**src/rtl/mem_port_arbiter_pkg.sv**
```systemverilog
// Shared types for the memory-port arbiter: read/write FSM encodings, read owner
// identity and the line-offset width helper.
package mem_port_arbiter_pkg;

  typedef enum logic [1:0] {
    R_IDLE = 2'd0,
    R_ADDR = 2'd1,
    R_DATA = 2'd2
  } r_state_e;

  typedef enum logic [1:0] {
    W_IDLE = 2'd0,
    W_ADDR = 2'd1,
    W_DATA = 2'd2,
    W_RESP = 2'd3
  } w_state_e;

  // Requester index on the read side; also the bit position in the arbiter masks.
  typedef enum logic {
    OWN_IC = 1'b0,
    OWN_DC = 1'b1
  } r_owner_e;

  localparam int DEF_LINE_WORDS = 16;

  // Byte-offset bits inside one cache line of 32-bit words.
  function automatic int line_off_w(input int line_words);
    return $clog2(line_words * 4);
  endfunction

  localparam int LINE_OFF_W = line_off_w(DEF_LINE_WORDS);

endpackage

```
**src/rtl/mem_port_arbiter_rr_arb2.sv**
```systemverilog
// Two-way round-robin picker: requests are masked by eligibility, and on the
// update strobe the priority moves to the requester that was not served last.
module mem_port_arbiter_rr_arb2
  import mem_port_arbiter_pkg::*;
(
  input  logic       clk,
  input  logic       rstn,
  input  logic [1:0] req_i,
  input  logic [1:0] elig_i,
  input  logic       update_i,
  input  logic       last_i,
  output logic       gnt_valid_o,
  output logic       gnt_o
);

  logic       favour_q;
  logic [1:0] cand;

  // NOTE: every output of a combinational block gets a default first, so no
  // path through the if/else chain can leave a latch behind.
  always_comb begin
    cand        = req_i & elig_i;
    gnt_valid_o = |cand;
    gnt_o       = OWN_IC;
    if (cand == 2'b11) begin
      gnt_o = favour_q;
    end else if (cand[OWN_DC]) begin
      gnt_o = OWN_DC;
    end
  end

  // NOTE: state registers use non-blocking assignments so every flop samples
  // the pre-edge value regardless of statement order.
  always_ff @(posedge clk) begin
    if (!rstn) begin
      favour_q <= OWN_IC;
    end else if (update_i) begin
      favour_q <= ~last_i;
    end
  end

endmodule

```
**src/rtl/mem_port_arbiter.sv**
```systemverilog
// Shares one AXI port between I-cache refill, D-cache refill and D-cache
// writeback; read and write FSMs run independently with a line hazard interlock.
module mem_port_arbiter
  import mem_port_arbiter_pkg::*;
#(
  parameter int LINE_WORDS = 16,
  parameter int ADDR_W     = 32
) (
  input  logic              clk,
  input  logic              rstn,
  input  logic              ic_r_req,
  input  logic [ADDR_W-1:0] ic_r_addr,
  output logic              ic_r_rdy,
  output logic              ic_ret_valid,
  input  logic              dc_r_req,
  input  logic [ADDR_W-1:0] dc_r_addr,
  output logic              dc_r_rdy,
  output logic              dc_ret_valid,
  output logic [31:0]       ret_data,
  input  logic              dc_w_req,
  input  logic [ADDR_W-1:0] dc_w_addr,
  output logic              dc_w_rdy,
  input  logic [31:0]       dc_w_data,
  output logic              dc_w_data_next,
  output logic              dc_wrt_finish,
  output logic              arvalid,
  output logic [ADDR_W-1:0] araddr,
  input  logic              arready,
  input  logic              rvalid,
  input  logic [31:0]       rdata,
  input  logic              rlast,
  output logic              awvalid,
  output logic [ADDR_W-1:0] awaddr,
  input  logic              awready,
  output logic              wvalid,
  output logic [31:0]       wdata,
  output logic              wlast,
  input  logic              wready,
  input  logic              bvalid
);

  localparam int              OFF_W     = line_off_w(LINE_WORDS);
  localparam int              CNT_W     = $clog2(LINE_WORDS);
  localparam logic [CNT_W-1:0] LAST_BEAT = CNT_W'(LINE_WORDS - 1);

  r_state_e          r_state_q;
  r_owner_e          r_owner_q;
  logic [ADDR_W-1:0] r_addr_q;
  logic              arvalid_q;
  logic              ic_r_rdy_q;
  logic              dc_r_rdy_q;

  w_state_e          w_state_q;
  logic [ADDR_W-1:0] w_addr_q;
  logic [CNT_W-1:0]  w_cnt_q;
  logic [CNT_W-1:0]  w_cnt_d;
  logic              awvalid_q;
  logic              wvalid_q;
  logic              dc_w_rdy_q;
  logic              dc_wrt_finish_q;

  logic              dc_hazard;
  logic              gnt_valid;
  logic              gnt;
  logic              r_done;
  logic              w_beat;
  logic              w_last_beat;

  // A D-cache refill must not overtake a writeback of the same line.
  assign dc_hazard = (w_state_q != W_IDLE) &&
                     (dc_r_addr[ADDR_W-1:OFF_W] == w_addr_q[ADDR_W-1:OFF_W]);

  assign r_done = (r_state_q == R_DATA) && rvalid && rlast;

  mem_port_arbiter_rr_arb2 u_rr_arb2 (
    .clk         (clk),
    .rstn        (rstn),
    .req_i       ({dc_r_req, ic_r_req}),
    .elig_i      ({~dc_hazard, 1'b1}),
    .update_i    (r_done),
    .last_i      (r_owner_q),
    .gnt_valid_o (gnt_valid),
    .gnt_o       (gnt)
  );

  // ---------------------------------------------------------------- read FSM
  always_ff @(posedge clk) begin
    if (!rstn) begin
      r_state_q  <= R_IDLE;
      r_owner_q  <= OWN_IC;
      r_addr_q   <= '0;
      arvalid_q  <= 1'b0;
      ic_r_rdy_q <= 1'b0;
      dc_r_rdy_q <= 1'b0;
    end else begin
      ic_r_rdy_q <= 1'b0;
      dc_r_rdy_q <= 1'b0;
      case (r_state_q)
        R_IDLE: begin
          if (gnt_valid) begin
            r_owner_q <= r_owner_e'(gnt);
            r_addr_q  <= (gnt == OWN_DC) ? dc_r_addr : ic_r_addr;
            arvalid_q <= 1'b1;
            r_state_q <= R_ADDR;
          end
        end
        R_ADDR: begin
          if (arready) begin
            arvalid_q  <= 1'b0;
            ic_r_rdy_q <= (r_owner_q == OWN_IC);
            dc_r_rdy_q <= (r_owner_q == OWN_DC);
            r_state_q  <= R_DATA;
          end
        end
        R_DATA: begin
          if (r_done) begin
            r_state_q <= R_IDLE;
          end
        end
        default: r_state_q <= R_IDLE;
      endcase
    end
  end

  // --------------------------------------------------------------- write FSM
  assign w_beat      = wvalid_q && wready;
  assign w_last_beat = w_beat && (w_cnt_q == LAST_BEAT);

  always_comb begin
    w_cnt_d = w_cnt_q;
    if (w_last_beat) begin
      w_cnt_d = '0;
    end else if (w_beat) begin
      w_cnt_d = w_cnt_q + 1'b1;
    end
  end

  always_ff @(posedge clk) begin
    if (!rstn) begin
      w_state_q       <= W_IDLE;
      w_addr_q        <= '0;
      w_cnt_q         <= '0;
      awvalid_q       <= 1'b0;
      wvalid_q        <= 1'b0;
      dc_w_rdy_q      <= 1'b0;
      dc_wrt_finish_q <= 1'b0;
    end else begin
      dc_w_rdy_q      <= 1'b0;
      dc_wrt_finish_q <= 1'b0;
      w_cnt_q         <= w_cnt_d;
      case (w_state_q)
        W_IDLE: begin
          if (dc_w_req) begin
            w_addr_q  <= dc_w_addr;
            awvalid_q <= 1'b1;
            w_state_q <= W_ADDR;
          end
        end
        W_ADDR: begin
          if (awready) begin
            awvalid_q  <= 1'b0;
            wvalid_q   <= 1'b1;
            dc_w_rdy_q <= 1'b1;
            w_state_q  <= W_DATA;
          end
        end
        W_DATA: begin
          if (w_last_beat) begin
            wvalid_q  <= 1'b0;
            w_state_q <= W_RESP;
          end
        end
        W_RESP: begin
          if (bvalid) begin
            dc_wrt_finish_q <= 1'b1;
            w_state_q       <= W_IDLE;
          end
        end
        default: w_state_q <= W_IDLE;
      endcase
    end
  end

  // ----------------------------------------------------------------- outputs
  assign arvalid       = arvalid_q;
  assign araddr        = r_addr_q;
  assign ic_r_rdy      = ic_r_rdy_q;
  assign dc_r_rdy      = dc_r_rdy_q;

  // Refill beats pass straight through; gating by state keeps them 0 when idle.
  assign ic_ret_valid  = (r_state_q == R_DATA) && (r_owner_q == OWN_IC) && rvalid;
  assign dc_ret_valid  = (r_state_q == R_DATA) && (r_owner_q == OWN_DC) && rvalid;
  assign ret_data      = (r_state_q == R_DATA) ? rdata : 32'd0;

  assign awvalid        = awvalid_q;
  assign awaddr         = w_addr_q;
  assign dc_w_rdy       = dc_w_rdy_q;
  assign wvalid         = wvalid_q;
  assign wdata          = wvalid_q ? dc_w_data : 32'd0;
  assign wlast          = wvalid_q && (w_cnt_q == LAST_BEAT);
  assign dc_w_data_next = w_beat;
  assign dc_wrt_finish  = dc_wrt_finish_q;

endmodule

```
**config.mk**
```make
export PLATFORM = sky130hd
export DESIGN_NAME = mem_port_arbiter
export DESIGN_NICKNAME = d
export VERILOG_FILES = /design/src/rtl/mem_port_arbiter_pkg.sv /design/src/rtl/mem_port_arbiter_rr_arb2.sv /design/src/rtl/mem_port_arbiter.sv
export SDC_FILE = /design/constraint.sdc
export NUM_CORES = 1
export LEC_CHECK = 0
export CAP_MARGIN = 40
export CORE_AREA = 2 2 122 124
export CTS_CLUSTER_DIAMETER = 30
export DETAILED_ROUTE_END_ITERATION = 6
export DIE_AREA = 0 0 124 126
export PLACE_DENSITY = 0.69
export SYNTH_ARGS = -nofsm -noshare
export SYNTH_HDL_FRONTEND = slang
export SYNTH_SLANG_ARGS = --single-unit
export TNS_END_PERCENT = 100
```
**constraint.sdc**
```tcl
create_clock -name clk -period 4.16 [get_ports clk]
set_clock_uncertainty 0.15 [all_clocks]
set_input_delay 0.832 -clock clk [delete_from_list [all_inputs] [get_ports clk]]
set_output_delay 0.832 -clock clk [all_outputs]
set_load 0.005 [all_outputs]
```
==> results of run 1 <==
sequential cells by signal, summed over array words and instances (netlist names):
signal,cells
awvalid,1
dc_r_rdy,1
ic_r_rdy,1
r_state_q,2
dc_wrt_finish,1
araddr,32
r_owner_q,1
arvalid,1
dc_w_rdy,1
w_cnt_q,4
u_rr_arb2.favour_q,1
w_state_q,2
wvalid,1
awaddr,32
synthesized netlist by cell type (all sizes together):
library cell / count / area [um^2]
and3: 2 / 12.51
ha: 6 / 75.07
or4: 1 / 11.26
nor3: 6 / 30.03
a31oi: 1 / 6.260
nand4: 6 / 37.54
mux2i: 33 / 330.3
and2: 66 / 412.9
xnor2: 24 / 210.2
nor2: 16 / 60.06
xor2: 5 / 43.79
inv: 7 / 26.27
nor2b: 1 / 6.260
nor4: 2 / 27.53
o221ai: 1 / 8.760
nand3b: 1 / 7.510
nand2: 74 / 277.8
nand3: 3 / 15.01
nand2b: 2 / 12.51
o21ai: 35 / 175.2
clkbuf: 23 / 86.33
and4: 1 / 8.760
buf: 10 / 83.82
a22oi: 1 / 7.510
a21oi: 74 / 377.9
dfxtp: 81 / 1622
cells in the final DEF, fill, tap and decap left out:
cell type | Yosys | layout
a21oi_4 | 0 | 2
bufinv_16 | 0 | 2
xnor2_1 | 24 | 24
o221ai_1 | 1 | 1
nor2_1 | 16 | 16
nand2b_1 | 2 | 2
a22oi_1 | 1 | 1
nor4_4 | 1 | 1
and4_1 | 1 | 1
nor3_1 | 6 | 6
buf_16 | 0 | 1
clkinvlp_4 | 0 | 1
o21ai_0 | 31 | 31
and2_1 | 66 | 66
nand3b_1 | 1 | 1
and3_1 | 2 | 2
clkbuf_16 | 0 | 9
or4_4 | 1 | 1
a21oi_1 | 72 | 72
clkinv_4 | 0 | 1
clkbuf_1 | 23 | 1
clkdlybuf4s50_1 | 0 | 309
inv_2 | 1 | 1
inv_1 | 6 | 6
ha_1 | 6 | 6
clkinv_2 | 0 | 1
xor2_1 | 5 | 5
dfxtp_1 | 81 | 81
mux2i_1 | 33 | 33
o21ai_1 | 4 | 4
nor4_1 | 1 | 1
a31oi_1 | 1 | 1
nand4_1 | 6 | 6
nand2_1 | 74 | 74
nand3_1 | 3 | 3
buf_4 | 0 | 6
nor2b_1 | 1 | 1
power breakdown:
group	internal, mW	total (mW)	switching (mW)
sequential	0.898	1.02	0.121
clock	0.522	0.829	0.307
combinational	0.607	1.05	0.439
total	2.03	2.89	0.867
per-stage QoR:
stage	total power, mW	cell area (um^2)
finish	2.894	7523
global route	3.064	7523
CTS	2.934	7523
detailed placement	2.091	7213
global placement	2.060	7186
floorplan	1.446	3973
worst max-delay path by stage:
stage | to | slack (ns) | cells past startpoint
finish | araddr[14]$_SDFFE_PN0P_ | 0.99 | 8
CTS | araddr[14]$_SDFFE_PN0P_ | 0.99 | 8
global route | dc_w_data_next | 0.84 | 2
floorplan | araddr[0]$_SDFFE_PN0P_ | 1.56 | 7
detailed placement | araddr[14]$_SDFFE_PN0P_ | 0.63 | 8
global placement | araddr[11]$_SDFFE_PN0P_ | 0.66 | 8
cell type report:
| class | instances | share of cell area [%] |
|---|---|---|
| Clock buffer | 10 | 3.043 |
| Clock inverter | 5 | 1.081 |
| Inverter | 7 | 0.3492 |
| Multi-Input combinational cell | 361 | 28.84 |
| Sequential cell | 81 | 21.55 |
| Tap cell | 184 | 3.060 |
| Timing Repair Buffer | 316 | 42.08 |
metal layers:
metal,part of all wire (%),global-route usage [%],vias up
li1,-,-,2199
met1,40,22.79,2021
met2,49,34.81,214
met3,8.2,4.801,24
met4,2.0,6.808,2
met5,0.081,0,-
cells by family (layout without fill, tap and decap cells):
group,after synthesis,count (layout),share of synthesized area (%)
fa+ha+maj,6,6,1.890
simple gates,181,181,23.15
flops,81,81,40.82
compound gates,112,112,14.49
buf+inv,40,338,4.944
mux,33,33,8.315
xor+xnor,29,29,6.394
critical path, delay by kind of cell:
family                 cells  cell delay [ns]
AO/OA/AOI/OAI              2             0.32
XOR/XNOR                   1             0.17
buffers and inverters      2             0.76
multiplexers               1             0.22
AND/OR/NAND/NOR            2             0.92
==> impl_metrics.toml, run 1 <==
[hold_path]
hold_depth = 2
hp-class = "reg -> reg"
min_to = "awaddr[2]$_SDFFE_PN0P_"
min_from = "awaddr[2]$_SDFFE_PN0P_"

[grt]
grt_pass1_wl_um = 23300
grt_antenna_before_repair = 1
grt_max_degree = 44
track_usage_pct = 19.64
grt_pass1_vias = 4433
overflow = 0

[setup_path]
worst_ep_required_time_ns = 4.23
start_kind = "input pin"
r2r_slack_ns = 1.32
crit_arrival_ns = 3.24
r2r-start = "w_state_q[0]$_SDFFE_PN0P_"
r2r_cells = 8
cp_slowest_cell = "or4_4"
timing.rr.end = "araddr[14]$_SDFFE_PN0P_"
critical_path.max_stage_delay_ns = 0.53
worstSetupPathType = "in -> reg"
cp-end-kind = "register"
startpoint = "dc_r_addr[19]"
path_cells = "clkdlybuf4s50_1, xor2_1, or4_4, nor4_4, a21oi_4, buf_4, mux2i_1, a21oi_1"
crit_path_max_fanout = 21

[floorplan]
io_pins = 310
row_count = 44
die_area_mm2 = 0.01562
core_mm2 = 0.01431
dieHeight_um = 126
floorplan.initialDensity_pct = 27.75
die_w_um = 124

[finish]
diodes = 0
final_util_pct = 52.56
nFillCells = 1294
seq_area_mm2 = 0.001622
fin_nets = 953
multi_input_area_mm2 = 0.002170
area_delta_synth_final_pct = 89.39
drive_gt1_share_pct = 3.333
instances_no_fill = 964

[route]
drc_errors = 0
firstDrtPassIters = 4
ant_nets = 0
num_vias = 4460
wire_per_inst_um = 16.58
vias_per_cell = 4.627
drt_iter0_drc = 171
wl_um = 15980

[timing]
period_minus_slack_ns = 3.171
fmax_mhz = 315.3
rsz0062_at_grt = "no"
hold_viol = 0
maxSlewViolCount = 0
post-route-period-util_pct = 76.23
tns_ns = 0
worst_pin_slew_ns = 0.8812
whs_ns = 0.3056
finalWorstSetupSlack_ns = 0.9887
setup_viol = 0
timing.slew.headroom_pct = 41.17

[clock_tree]
cts_hold_buffers = 0
cts_root_buffer = "clkbuf_16"
worst_skew_pair.late_latency_ns = 0.33
cts_setup_buffers = 0
clk_pin_slew_ns = 0.06
cts_tree = "yes"
cts_made_buffers = 9
htree_levels = 3
cts_buffer_depth = 2
cts_num_sinks = 81
cts_resized = 0

[synthesis]
ys_seq_elements = 81
synth_nets = 659
syn_inst = 482
synth.avg_cell_area_um2 = 8.242
ys_types = 32
ys_warn_count = 0
seq_area_frac_synth_pct = 40.82
syn_area_mm2 = 0.003973

[placed_design]
port_buffers = 309
pre_cts_slack_ns = 0.6272
gp_congestion = 0.8332
dpl.cell_count = 949
detailed_place_hpwl_um = 12810

[pwr]
p_leak_nw = 2.789
ir_drop_uv = 174.9
powerDensity_mw_per_mm2 = 384.7

[outcome]
status = "finished, final reports clean"

[flow_run]
maxCapViolations = 0
Note: power is estimated with default switching activity, not from simulation.
==> run 2, diff against run 1 <==
--- a/config.mk
+++ b/config.mk
@@ -10,7 +10,7 @@
 export CTS_CLUSTER_DIAMETER = 30
 export DETAILED_ROUTE_END_ITERATION = 6
 export DIE_AREA = 0 0 124 126
-export PLACE_DENSITY = 0.69
+export PLACE_DENSITY = 0.72
 export SYNTH_ARGS = -nofsm -noshare
 export SYNTH_HDL_FRONTEND = slang
 export SYNTH_SLANG_ARGS = --single-unit
==> constraint.sdc (replaced) <==
create_clock -name clk -period 2.5 [get_ports clk]
set_clock_uncertainty 0.15 [all_clocks]
set_input_delay 0.5 -clock clk [delete_from_list [all_inputs] [get_ports clk]]
set_output_delay 0.5 -clock clk [all_outputs]
set_load 0.005 [all_outputs]
==> impl_metrics.toml, run 2 (same netlist as run 1, synthesis figures left out) <==
[timing]
finalWorstSetupSlack_ns = 0.09963
worst_pin_slew_ns = 0.4415
period_minus_slack_ns = 2.400
setup_viol = 0
timing.slew.headroom_pct = 70.52
hold_viol = 0
whs_ns = 0.3080
maxSlewViolCount = 0
fmax_mhz = 416.6
tns_ns = 0
post-route-period-util_pct = 96.01

[floorplan]
core_mm2 = 0.01431
floorplan.initialDensity_pct = 27.75
die_w_um = 124
die_area_mm2 = 0.01562
row_count = 44
dieHeight_um = 126
io_pins = 310

[setup_path]
worst_ep_required_time_ns = 2.58
path_cells = "clkdlybuf4s50_1, xor2_1, or4_4, nor4_4, buf_4, a21oi_4, buf_12, o21ai_0, a21oi_1"
start_kind = "input pin"
cp_slowest_cell = "clkdlybuf4s50_1"
r2r_slack_ns = 0.12
critical_path.max_stage_delay_ns = 0.44
crit_path_max_fanout = 30
worstSetupPathType = "in -> reg"
worst-path-buf-inv = 3
path_delay_family = "buffers and inverters"
crit_arrival_ns = 2.48
r2r_cells = 9
cp-end-kind = "register"
crit_cells = 9

[clock_tree]
cts_num_sinks = 81
cts_tree = "yes"
cts_buffer_depth = 2
clk_pin_slew_ns = 0.06
cts_made_buffers = 9
worst_skew_pair.late_latency_ns = 0.34
cts_root_buffer = "clkbuf_16"
htree_levels = 3

[finish]
nFillCells = 1349
area_delta_synth_final_pct = 95.50
diodes = 0
fin_nets = 974
final_cell_mix = "clkdlybuf4s50_1 (307), dfxtp_1 (81), nand2_1 (74)"
final_util_pct = 54.26
multi_input_area_mm2 = 0.002175
stdcell_area_mm2 = 0.007766
seq_area_mm2 = 0.001622
drive_gt1_share_pct = 6.234
mostFrequentLayoutCell = "clkdlybuf4s50_1"

[route]
wire_per_inst_um = 16.21
drt_iter0_drc = 243
ant_nets = 0
vias_per_cell = 4.568
num_vias = 4504
firstDrtPassIters = 4
drc_errors = 0
wl_um = 15990

[placed_design]
pre_cts_slack_ns = -0.4553
gp_congestion = 0.7744
port_buffers = 309
dpl_cell_area_mm2 = 0.007383
detailed_place_hpwl_um = 12350

[grt]
grt_pass1_vias = 4312
overflow = 0
grt_pass1_wl_um = 22620
track_usage_pct = 18.86
grt_max_degree = 38
grt_antenna_before_repair = 0

[flow_run]
maxCapViolations = 0

[hold_path]
hp-class = "reg -> reg"
hold_depth = 2

[pwr]
ir_drop_uv = 365.0
p_leak_nw = 2.936
powerDensity_mw_per_mm2 = 620.3

[outcome]
status = "finished, final reports clean"
[run 2: cell types whose count changed in the layout (fill, tap and decap cells not counted), moves of 2 or more]
cell             change
buf_12               +5
inv_6                +2
clkbuf_16            +3
clkbuf_8             +2
clkdlybuf4s50_1      -2
dlymetal6s2s_1       +2
buf_4               +14
bufinv_16            -2
[run 2: stage by stage]
stage / std cells / total power [mW]
after floorplan: 482 / 2.407
after global placement: 966 / 3.517
after detailed placement: 966 / 3.534
after CTS: 982 / 4.844
after global routing: 986 / 5.106
final: 986 / 4.817
[run 2: worst reg2reg max path: stages (launching register included)]
cell and delay, ns:
dfxtp_1 0.36, inv_1 0.07, ha_2 0.21, or4_4 0.55, nor4_4 0.21, buf_4 0.18
a21oi_4 0.11, buf_12 0.19, o21ai_0 0.19, a21oi_1 0.06
[run 2: layout make-up]
cell class,instances,area share [%]
Clock buffer,12,3.303
Clock inverter,4,0.4350
Inverter,7,0.3383
Multi-Input combinational cell,361,28.00
Sequential cell,81,20.88
Tap cell,184,2.964
Timing Repair Buffer,337,44.08
[run 2: layer usage]
metal  GRT usage [%]  vias to the layer above  part of all wire [%]
met2           32.93                      209                    49
li1                -                     2240                     -
met5               0                        -                     0
met4           4.560                        0                   1.5
met1           22.10                     2038                    41
met3           6.295                       17                   8.8
[run 2: path summary, 6_finish.rpt]
kind,start,to
max,dc_r_addr[17],araddr[9]$_SDFFE_PN0P_
min,awaddr[0]$_SDFFE_PN0P_,awaddr[0]$_SDFFE_PN0P_
max reg2reg,w_state_q[1]$_SDFFE_PN0P_,araddr[9]$_SDFFE_PN0P_
min reg2reg,awaddr[0]$_SDFFE_PN0P_,awaddr[0]$_SDFFE_PN0P_
[run 2: what timing repair did]
action	in CTS	in global routing
gates cloned	0	3
endpoints found under the setup margin	35	41
resized for setup	0	4
hold buffers	0	0
buffers inserted	0	1
pin swaps	1	2
[run 2: where the power goes]
group	internal, mW	switching (mW)	total [mW]
sequential	1.49	0.154	1.65
combinational	1.10	0.791	1.89
clock	0.736	0.544	1.28
==> run 3, diff against run 2 <==
--- a/config.mk
+++ b/config.mk
@@ -5,12 +5,12 @@
 export SDC_FILE = /design/constraint.sdc
 export NUM_CORES = 1
 export LEC_CHECK = 0
+export ABC_AREA = 1
 export CAP_MARGIN = 40
-export CORE_AREA = 2 2 122 124
+export CORE_UTILIZATION = 33
 export CTS_CLUSTER_DIAMETER = 30
 export DETAILED_ROUTE_END_ITERATION = 6
-export DIE_AREA = 0 0 124 126
-export PLACE_DENSITY = 0.72
+export PLACE_DENSITY = 0.78
 export SYNTH_ARGS = -nofsm -noshare
 export SYNTH_HDL_FRONTEND = slang
 export SYNTH_SLANG_ARGS = --single-unit
==> impl_metrics.toml, run 3 <==
[setup_path]
r2r_cells = 14
startpoint = "r_state_q[1]$_SDFFE_PN0P_"
crit_arrival_ns = 1.75
r2r_slack_ns = 0.32
crit_path_max_fanout = 34
worstSetupPathType = "reg -> out"
worst_ep_required_time_ns = 1.85
timing.rr.end = "araddr[0]$_SDFFE_PN0P_"
r2r-start = "w_state_q[0]$_SDFFE_PN0P_"
cp-end-kind = "output pin"
start_kind = "register"

[floorplan]
die_w_um = 121.6
die_area_mm2 = 0.01479
floorplan.initialDensity_pct = 33.89
core_mm2 = 0.01393
dieHeight_um = 121.6
row_count = 43
io_pins = 310

[finish]
seq_area_mm2 = 0.001624
diodes = 0
final_cell_mix = "clkdlybuf4s50_1 (293), nand2_1 (189), nor2_1 (184)"
final_util_pct = 60.35
fin_nets = 1291
instances_no_fill = 1299
area_delta_synth_final_pct = 78.09
mostFrequentLayoutCell = "clkdlybuf4s50_1"
drive_gt1_share_pct = 5.541
multi_input_area_mm2 = 0.002275
nFillCells = 1299

[synthesis]
netlist.area_leader.share_pct = 34.34
ys_types = 30
synth_common_cells = "nand2_1 (190), nor2_1 (186), inv_1 (167), dfxtp_1 (81), o21ai_0 (39)"
syn_area_mm2 = 0.004722
yosysTopAreaCell = "dfxtp_1"
synth_edf_count = 0
ys_top_cells_by_area = "dfxtp_1 (34%), nand2_1 (15%), nor2_1 (15%), inv_1 (13%), o21ai_0 (4.1%)"
async_reset_ff_share_pct = 0
ys_seq_elements = 81
ys_warn_count = 0
synth.avg_cell_area_um2 = 5.888
synth_nets = 979
syn_inst = 802
synth.most_common_cell = "nand2_1"
seq_area_frac_synth_pct = 34.34
synth_ff_type = "dfxtp_1"

[placed_design]
pre_cts_slack_ns = -0.07266
gp_congestion = 0.8417
detailed_place_hpwl_um = 14170
port_buffers = 309
dpl.cell_count = 1283

[hold_path]
min_to = "awaddr[5]$_SDFFE_PN0P_"
min_from = "awaddr[5]$_SDFFE_PN0P_"
hold_depth = 2
hp-class = "reg -> reg"

[clock_tree]
cts_made_buffers = 9
worst_skew_pair.late_latency_ns = 0.34
cts_setup_buffers = 0
cts_root_buffer = "clkbuf_16"
clk_pin_slew_ns = 0.06
cts_num_sinks = 81
cts_tree = "yes"
htree_levels = 3
cts_hold_buffers = 0
cts_buffer_depth = 2

[flow_run]
maxCapViolations = 0

[timing]
period_minus_slack_ns = 2.396
finalWorstSetupSlack_ns = 0.1038
tns_ns = 0
post-route-period-util_pct = 95.85
rsz0062_at_grt = "yes"
fmax_mhz = 417.3
worst_pin_slew_ns = 0.5328
timing.slew.headroom_pct = 64.40
setup_viol = 0
maxSlewViolCount = 0
hold_viol = 0

[outcome]
status = "finished, final reports clean"

[pwr]
fin_total_pwr_mw = 5.117
ir_drop_uv = 451.9
powerDensity_mw_per_mm2 = 608.5
p_leak_nw = 4.286

[route]
top_layer_used = "met4"
ant_nets = 0
wl_met1_um = 6955
wl_met3_um = 1559
drc_errors = 0
wire_per_inst_um = 13.78
num_vias = 5756
vias_per_cell = 4.431
drt_iter0_drc = 295
wl_um = 17900
dr_wl_met2_um = 8931
firstDrtPassIters = 4

[grt]
grt_pass1_vias = 5643
overflow = 0
grt_antenna_before_repair = 1
grt_pass1_wl_um = 27850
track_usage_pct = 24.61
grt_max_degree = 71
run 3: cell count changes after synthesis, moves of 7 or more:
cell / change
nor2_1: +170
inv_1: +161
nand2_1: +116
and2_1: -66
a21oi_1: -51
nand3_1: +34
mux2i_1: -33
xnor2_1: -13
o21ai_0: +8
clkbuf_1: -7
run 3: layer usage:
metal	vias to the layer above	global-route usage [%]
met5	-	0
met4	0	8.179
met3	34	7.725
met2	240	45.56
met1	2518	26.17
li1	2964	-
run 3: through the flow:
stage | hold slack [ns] | cell area, um^2
after floorplan | 0.2740 | 4722
after global placement | 0.3117 | 8110
after detailed placement | 0.3222 | 8110
after CTS | 0.3337 | 8386
after global routing | 0.3555 | 8409
final | 0.3314 | 8409
run 3: how the worst max path moves through the flow:
stage	depth (start not counted)	slack, ns	to
after global routing	6	-0.001	ret_data[28]
after detailed placement	16	-0.07	araddr[27]$_SDFFE_PN0P_
final	6	0.10	ret_data[26]
after floorplan	15	0.62	araddr[11]$_SDFFE_PN0P_
after global placement	13	-0.05	araddr[7]$_SDFFE_PN0P_
after CTS	6	0.02	ret_data[11]
run 3: timing repair:
action | 4_1_cts | 5_1_grt
endpoints found under the hold margin | 0 | 0
pin swaps | 0 | 0
cloned | 0 | 0
resized for setup | 11 | 11
setup endpoints to repair | 34 | 43
run 3: layout make-up:
class,count,area share [%]
well taps,180,2.678
clock buffers,11,2.886
multi-input cells,515,27.05
repair buffers,337,40.10
inverters,170,7.603
flip-flops and latches,81,19.31
clock inverters,5,0.3720
run 3: critical path, cell delays in order (launching register included):
cell and delay, ns:
dfxtp_2 0.36, inv_2 0.07, nor2_4 0.11, clkinv_2 0.08, buf_12 0.17, nor2_1 0.09
clkdlybuf4s50_1 0.52
run 3: cell families after synthesis:
group / Yosys count / share of synthesized area, %
flip-flops: 81 / 34.34
XOR/XNOR: 12 / 2.226
AND/OR/NAND/NOR: 432 / 36.80
buffers and inverters: 206 / 17.86
adder cells (fa/ha/maj): 6 / 1.590
AO/OA/AOI/OAI: 65 / 7.181
run 3: power breakdown:
group	switching, mW	internal, mW
clock network	0.541	0.697
logic	0.969	1.15
registers	0.211	1.54
